[src/rtl/mux_scan_ctrl_if.sv]
// mux_scan_ctrl_if: control, mux select and snapshot signals between a scan requester and the scan controller.
interface mux_scan_ctrl_if;
    logic       start;
    logic       cont;
    logic       abort;
    logic [3:0] ch_mask;
    logic       mux_q;
    logic       sel_a;
    logic       sel_b;
    logic [3:0] sample;
    logic       valid;
    logic       busy;
    modport master (
        output start, cont, abort, ch_mask, mux_q,
        input  sel_a, sel_b, sample, valid, busy
    );
    modport slave (
        input  start, cont, abort, ch_mask, mux_q,
        output sel_a, sel_b, sample, valid, busy
    );
endinterface

[src/rtl/mux_scan_ctrl.sv]
// mux_scan_ctrl: walks a 4:1 mux through enabled channels in ascending order and captures a 4-bit snapshot.
module mux_scan_ctrl #(
    parameter int SETTLE_CYCLES = 2
) (
    input logic clk,
    input logic rst_n,
    mux_scan_ctrl_if.slave bus
);
    typedef enum logic [1:0] {IDLE, SETTLE, DONE} state_t;
    localparam logic [3:0] RELOAD = 4'(SETTLE_CYCLES);
    state_t state, state_n;
    logic [1:0] ch, ch_n, nxt_ch, first_ch;
    logic [3:0] cnt, cnt_n, mask, mask_n, shadow, shadow_n, sample, sample_n, merged;
    logic valid, valid_n, nxt_ok, go;
    always_ff @(posedge clk or negedge rst_n) begin
        if (!rst_n) begin
            state  <= IDLE;
            ch     <= '0;
            cnt    <= '0;
            mask   <= '0;
            shadow <= '0;
            sample <= '0;
            valid  <= 1'b0;
        end else begin
            state  <= state_n;
            ch     <= ch_n;
            cnt    <= cnt_n;
            mask   <= mask_n;
            shadow <= shadow_n;
            sample <= sample_n;
            valid  <= valid_n;
        end
    end
    always_comb begin
        state_n  = state;
        ch_n     = ch;
        cnt_n    = cnt;
        mask_n   = mask;
        shadow_n = shadow;
        sample_n = sample;
        valid_n  = 1'b0;
        go       = 1'b0;
        nxt_ok   = 1'b0;
        nxt_ch   = ch;
        first_ch = '0;
        // descending loops so the last hit is the lowest qualifying bit
        for (int i = 3; i >= 0; i--) begin
            if (mask[i] && i > int'(ch)) begin
                nxt_ok = 1'b1;
                nxt_ch = 2'(i);
            end
            if (bus.ch_mask[i]) first_ch = 2'(i);
        end
        merged     = shadow;
        merged[ch] = bus.mux_q;
        case (state)
            IDLE: go = bus.start && !bus.abort && |bus.ch_mask;
            SETTLE: begin
                if (bus.abort) state_n = IDLE;
                else if (cnt == 4'd1) begin
                    shadow_n = merged;
                    if (nxt_ok) begin
                        ch_n  = nxt_ch;
                        cnt_n = RELOAD;
                    end else begin
                        sample_n = merged;
                        valid_n  = 1'b1;
                        state_n  = DONE;
                    end
                end else cnt_n = cnt - 4'd1;
            end
            DONE: begin
                state_n = IDLE;
                go      = !bus.abort && bus.cont && |bus.ch_mask;
            end
            default: state_n = IDLE;
        endcase
        if (go) begin
            mask_n   = bus.ch_mask;
            shadow_n = '0;
            ch_n     = first_ch;
            cnt_n    = RELOAD;
            state_n  = SETTLE;
        end
    end
    assign bus.sel_a  = ch[0];
    assign bus.sel_b  = ch[1];
    assign bus.sample = sample;
    assign bus.valid  = valid;
    assign bus.busy   = state != IDLE;
endmodule

[src/flat_wrapper.sv]
// flat-port wrapper written by rule: the top's interface ports become plain ports
module mux_scan_ctrl_flat 
#(
    parameter int SETTLE_CYCLES = 2
)
  (clk, rst_n, bus_start, bus_cont, bus_abort, bus_ch_mask, bus_mux_q, bus_sel_a, bus_sel_b, bus_sample, bus_valid, bus_busy);
  mux_scan_ctrl_if bus_i ();
  input logic clk;
  input logic rst_n;
  input wire logic [$bits(bus_i.start)-1:0] bus_start;
  input wire logic [$bits(bus_i.cont)-1:0] bus_cont;
  input wire logic [$bits(bus_i.abort)-1:0] bus_abort;
  input wire logic [$bits(bus_i.ch_mask)-1:0] bus_ch_mask;
  input wire logic [$bits(bus_i.mux_q)-1:0] bus_mux_q;
  output wire logic [$bits(bus_i.sel_a)-1:0] bus_sel_a;
  output wire logic [$bits(bus_i.sel_b)-1:0] bus_sel_b;
  output wire logic [$bits(bus_i.sample)-1:0] bus_sample;
  output wire logic [$bits(bus_i.valid)-1:0] bus_valid;
  output wire logic [$bits(bus_i.busy)-1:0] bus_busy;
  assign bus_i.start = bus_start;
  assign bus_i.cont = bus_cont;
  assign bus_i.abort = bus_abort;
  assign bus_i.ch_mask = bus_ch_mask;
  assign bus_i.mux_q = bus_mux_q;
  assign bus_sel_a = bus_i.sel_a;
  assign bus_sel_b = bus_i.sel_b;
  assign bus_sample = bus_i.sample;
  assign bus_valid = bus_i.valid;
  assign bus_busy = bus_i.busy;
  mux_scan_ctrl #(.SETTLE_CYCLES(SETTLE_CYCLES)) u_core (.clk(clk), .rst_n(rst_n), .bus(bus_i));
endmodule
[config.mk]
export PLATFORM = sky130hd
export DESIGN_NAME = mux_scan_ctrl_flat
export DESIGN_NICKNAME = d
export VERILOG_FILES = /design/src/rtl/mux_scan_ctrl_if.sv /design/src/rtl/mux_scan_ctrl.sv /design/src/flat_wrapper.sv
export SDC_FILE = /design/constraint.sdc
export NUM_CORES = 1
export LEC_CHECK = 0
export BUFFER_PORTS_ARGS = -buffer_cell sky130_fd_sc_hd__buf_2
export CAP_MARGIN = 5
export CORE_ASPECT_RATIO = 1.1
export CORE_MARGIN = 1.5
export CORE_UTILIZATION = 40
export DETAILED_ROUTE_END_ITERATION = 16
export PLACE_DENSITY = 0.59
export SETUP_SLACK_MARGIN = 0.2
export SYNTH_ARGS = -nofsm -noshare
export SYNTH_HDL_FRONTEND = slang
export SYNTH_SLANG_ARGS = --single-unit
[constraint.sdc]
create_clock -name clk -period 5.4 [get_ports clk]
set_clock_uncertainty 0.2 [all_clocks]
set_input_delay 1.08 -clock clk [delete_from_list [all_inputs] [get_ports clk]]
set_output_delay 1.08 -clock clk [all_outputs]
set_load 0.01 [all_outputs]
# Word-level counts from Yosys, hierarchy flattened
# Index checks and enable logic that the tools add are counted.
# classes
n_addsub,1
multipliers,0
n_div,0
magnitude_cmp,5
eq_ne,8
shifts,0
n_mux,37
bitwise,2
reduce_logical,21
# ops
op,n
2-to-1 mux 4 bit,9
2-to-1 mux 2 bit,16
AND reduction 3 bit,3
logical AND 1 bit,8
2-to-1 mux 1 bit,8
nonzero test 2 bit,4
AND reduction 5 bit,1
bitwise mux 4 bit,1
"== test 4 x 1 -> 1 bit, second input constant",1
"greater-than comparator 2 bit, first input constant",2
"!= test 2 x 1 -> 1 bit, second input constant",2
"!= test 4 x 2 -> 1 bit, second input constant",1
"!= test 4 bit, second input constant",1
case mux 2 bit (2 select lines),1
AND reduction 4 bit,1
nonzero test 4 bit,1
OR reduction 4 bit,1
"subtractor 4 x 1 -> 4 bit, second input constant",1
"less-than comparator 2 x 3 -> 1 bit, second input constant",1
"!= test 3 x 1 -> 1 bit, second input constant",1
demux 1 bit (select 2 bit),1
"== test 2 x 1 -> 1 bit, second input constant",1
"== test 2 bit, second input constant",1
">= comparator 2 x 1 -> 1 bit, second input constant",1
5 further kinds,6
# word_totals
regBits,21
latchBits,0
ramBits,0
romBits,0
inputBits,10
output_inout_bits,8
elab_cells,81
memories,0

# Longest topological paths before layout
# depth
word_depth,10
depth_mapped,7
mapped_depth_nobuf,7

# Worst setup path before layout
# OpenSTA, ideal clock, no wires.
# synth_path
kind,input -> register
startpoint,input bus_abort
endpoint,register u_core.ch[1]
setup_time_ns,0.128
t_arrival_ns,2.088
t_required_ns,5.072
slack_ns,2.985
stages,4
n_path_buf,0
cell_sequence,or3b_4 > nor2_1 > a21oi_2 > mux2_1
# synth_via
elab_chain_len,6
word_cells_on_any_way,13
cone_classes,eq/ne (1); mux (2); reduce/logical (10)
# synth_rtl
item,line_no,text
start: declaration,flat_wrapper.sv:12,input wire logic [$bits(bus_i.abort)-1:0] bus_abort;
zero test 1 bit,"mux_scan_ctrl.sv:57, mux_scan_ctrl.sv:74",
"logical AND 1 bit, on equally long branches (2 in a row)","mux_scan_ctrl.sv:74, mux_scan_ctrl.sv:57",
case mux 1 bit (2 select lines),mux_scan_ctrl.sv:56,case (state)
nonzero test 4 bit (no source line) (tied with other cells),--,
AND reduction 5 bit (no source line),--,
end signal: assignment,mux_scan_ctrl.sv:26,ch <= ch_n;
end: declaration,mux_scan_ctrl.sv:12,"logic [1:0] ch, ch_n, nxt_ch, first_ch;"
# Several ways; a longest one is shown, not always the timed one.
# A chain may end at the register's enable or synchronous reset.

# Worst setup path in the final report
# layout_path
startpoint,register u_core.state[1]
endpoint,output bus_busy
# layout_via
elab_chain_len,1
# layout_rtl
item,line_no,text
start: declaration,mux_scan_ctrl.sv:11,"state_t state, state_n;"
start signal: assignment,mux_scan_ctrl.sv:25,state <= state_n;
nonzero test 2 bit,mux_scan_ctrl.sv:90,assign bus.busy = state != IDLE;
end: declaration,flat_wrapper.sv:19,output wire logic [$bits(bus_i.busy)-1:0] bus_busy;
# Every way passes these cells.

==> impl_metrics.tcl <==
set metrics [dict create \
    drt_pass1_iterations 5 \
    core_area_um2 2472 \
    dp_worst_setup_slack_ps 2644 \
    dr_wl_met2_um 1044 \
    crit_arrival_ps 1160 \
    post_cts_buffers 0 \
    max-vdd-ir-drop_mv 0.1884 \
    netlist_instances 109 \
    hold_violations 0 \
    end_kind "output port" \
    start_util_pct 41.35 \
    relSlewSlack_pct 49.36 \
    hold_path_class "register to register" \
    status "finished, final reports clean" \
    cts.sinks 20 \
    clkTransAtPathRegs_ps 110 \
    power_mw 0.4344 \
    cp_max_fo 4 \
    final_antenna_net_count 0 \
    yosysTopAreaCellShare_pct 48.96 \
    rsz0062_at_grt "no" \
    met3WireLength_um 39 \
    fin_crit_sh_pct 45.22 \
    ys.warnings.count 0 \
    syn_to_final_growth_pct 15.30 \
    grt_pass1_wl_um 3926 \
    antenna_found_initial 0 \
    vias 855 \
    wl_met1_um 1024 \
    synth-seq-cells 20 \
    start_kind "register" \
    grt.overflow.total 0 \
    cts_made_buffers 3 \
    gp_congestion 0.7984 \
    numPortBuffers 17 \
    cpMaxStageDelayCell "dfrtp_1" \
    setup-tns-final_ps 0 \
    dpl.hpwl_um 1571 \
    finalCriticalPeriod_ps 2442 \
    cts-root-buf "clkbuf_4" \
    grtUsageTotal_pct 17.72 \
    crit_required_ps 4120 \
    drt_iter0_drc 35 \
    rows 19 \
    routed_wl_um 2125 \
    cts-hold-fix-buffers 0 \
    finalNonFillerCells 160 \
    die_area_um2 2868 \
    ys_top_cells_by_area "dfrtp_1, o21ai_0, nand2_1" \
    die_w_um 51.20 \
    htree_levels 1 \
    grt_max_degree 21 \
    slew_viol_final 0 \
    top_layer_used "met4" \
    drcViolationCount 0 \
    ctsResizeCount 0 \
    layout.area.seq_um2 500.5 \
    io_pins 18 \
    via_per_inst 5.344 \
    netlist_area_um2 1022 \
    max_freq_mhz 409.5 \
    drv_cap 0 \
    fp.dieH_um 56.02 \
    yosysTopAreaCell "dfrtp_1" \
    tightest_slew_ps 753.3 \
    critPathKind "register to output port" \
    setup-violations-final 0 \
    first_global_vias 865 \
    clock_latency_ps 290 \
    worst_slack_ps 2958 \
    crit_path_cell_trace "or2_2, buf_2" \
    ys_seq_area_share_pct 48.96 \
    ctsLongestPathBuffers 2 \
    cts_tree "done" \
    synth.distinct_cells 29 \
    p_per_area_nw_per_um2 368.6 \
    n_fill_cell 251 \
    power.leakage_nw 0.5851 \
    drive_gt1_share_pct 24.03 \
    synthesis.nets 121 \
    post_drt_wl_per_cell_um 13.28 \
    multiInputGateArea_um2 495.5 \
    dpl.cell_count 156 \
    n_antenna_cell 0 \
    cpPeakStageDelay_ps 430 \
    avgSynthCellArea_um2 9.378 \
    fin_nets 142 \
]
[cell usage after synthesis]
master / number
nand2b_1: 2
nand2_1: 16
ha_1: 2
inv_1: 6
or4_4: 1
o22ai_1: 1
a21oi_2: 1
a31o_2: 1
a21oi_1: 5
or3b_4: 1
a31oi_1: 1
a21o_1: 1
nor4_2: 1
a32oi_1: 2
nor2b_1: 1
mux2_1: 1
nor3_2: 1
a22o_2: 1
clkbuf_1: 1
mux2i_1: 5
nor3b_1: 2
or2_2: 2
nor4_1: 1
or3b_2: 1
dfrtp_1: 20
nor3_1: 3
o21ai_0: 17
nor2_1: 10
o31ai_1: 2
[final timing paths]
kind	slack [ps]	start	depth (start not counted)	to
setup reg to reg	3100	u_core.cnt[1]	7	u_core.ch[0]
min in group asynchronous	510	rst_n	1	u_core.cnt[0]
max in group asynchronous	4190	rst_n	1	u_core.ch[1]
hold reg to reg	320	u_core.bus.sample[0]	2	u_core.bus.sample[0]
hold / removal	320	u_core.bus.sample[0]	2	u_core.bus.sample[0]
setup / recovery	2960	u_core.state[1]	2	bus_busy
[sequential cells by signal, indices dropped and copies added, names as in the netlist]
register and cells:
u_core.state 2, u_core.mask 3, u_core.ch 2, u_core.shadow 4, u_core.bus.sample 4, u_core.bus.valid 1
u_core.cnt 4
[metrics by stage]
step	utilization, %	cell area [um2]	hold WS [ps]
after detailed placement	46.20	1142	300.2
after floorplan	-	1022	269.5
final	47.67	1179	318.2
after global routing	47.67	1179	350.8
after global placement	46.20	1142	286.0
after CTS	47.67	1179	325.5
[where the power goes]
part / internal [mW] / leakage, nW / total [mW] / switching (mW)
Combinational: 0.0555 / 0.303 / 0.129 / 0.0737
Sequential: 0.182 / 0.261 / 0.218 / 0.0366
Clock: 0.0411 / 0.0210 / 0.0868 / 0.0457
Total: 0.278 / 0.585 / 0.434 / 0.156
[cells in the final DEF (no fill, tap or decap)]
cell      Yosys  layout
a21o_1        1       1
a21oi_1       5       5
a21oi_2       1       1
a22o_2        1       1
a31o_2        1       1
a31oi_1       1       1
a32oi_1       2       2
buf_2         0      17
clkbuf_4      0       3
clkbuf_8      0       1
dfrtp_1      20      20
ha_1          2       2
inv_1         6       6
mux2_1        1       1
mux2i_1       5       5
nand2_1      16      16
nand2b_1      2       2
nor2_1       10      10
nor2b_1       1       1
nor3_1        3       3
nor3_2        1       1
nor3b_1       2       2
nor4_1        1       1
nor4_2        1       1
o21ai_0      17      17
o22ai_1       1       1
o31ai_1       2       2
or2_2         2       2
or3b_2        1       1
or3b_4        1       1
or4_4         1       1
[final cells by class]
class,instances,share of cell area (%)
sequential,20,42.46
multi-input combinational,82,42.04
timing repair buffer,17,7.219
tap,31,3.291
clock buffer,4,3.079
inverter,6,1.911
[metal layers]
metal | vias to the layer above | track usage (%)
met5 | - | 0
met4 | 0 | 5.405
met3 | 2 | 2.419
met2 | 6 | 28.57
met1 | 421 | 24.44
li1 | 426 | -
[critical path, delay by kind of cell (launching register included)]
| kind | cells | cell delay, ps |
|---|---|---|
| buffers and inverters | 1 | 140 |
| flip-flops | 1 | 430 |
| AND/OR/NAND/NOR | 1 | 300 |
[cell families (layout without fill, tap and decap cells)]
kind of cell               Yosys count  count (layout)  share of synthesized area (%)
adders and majority gates            2               2                          2.448
AOI/OAI and AO/OA                   32              32                          18.61
DFF                                 20              20                          48.96
and+or+nand+nor                     42              42                          21.42
muxes                                6               6                          5.998
buffers and inverters                7              27                          2.570
Note: power is estimated with default switching activity, not from simulation.
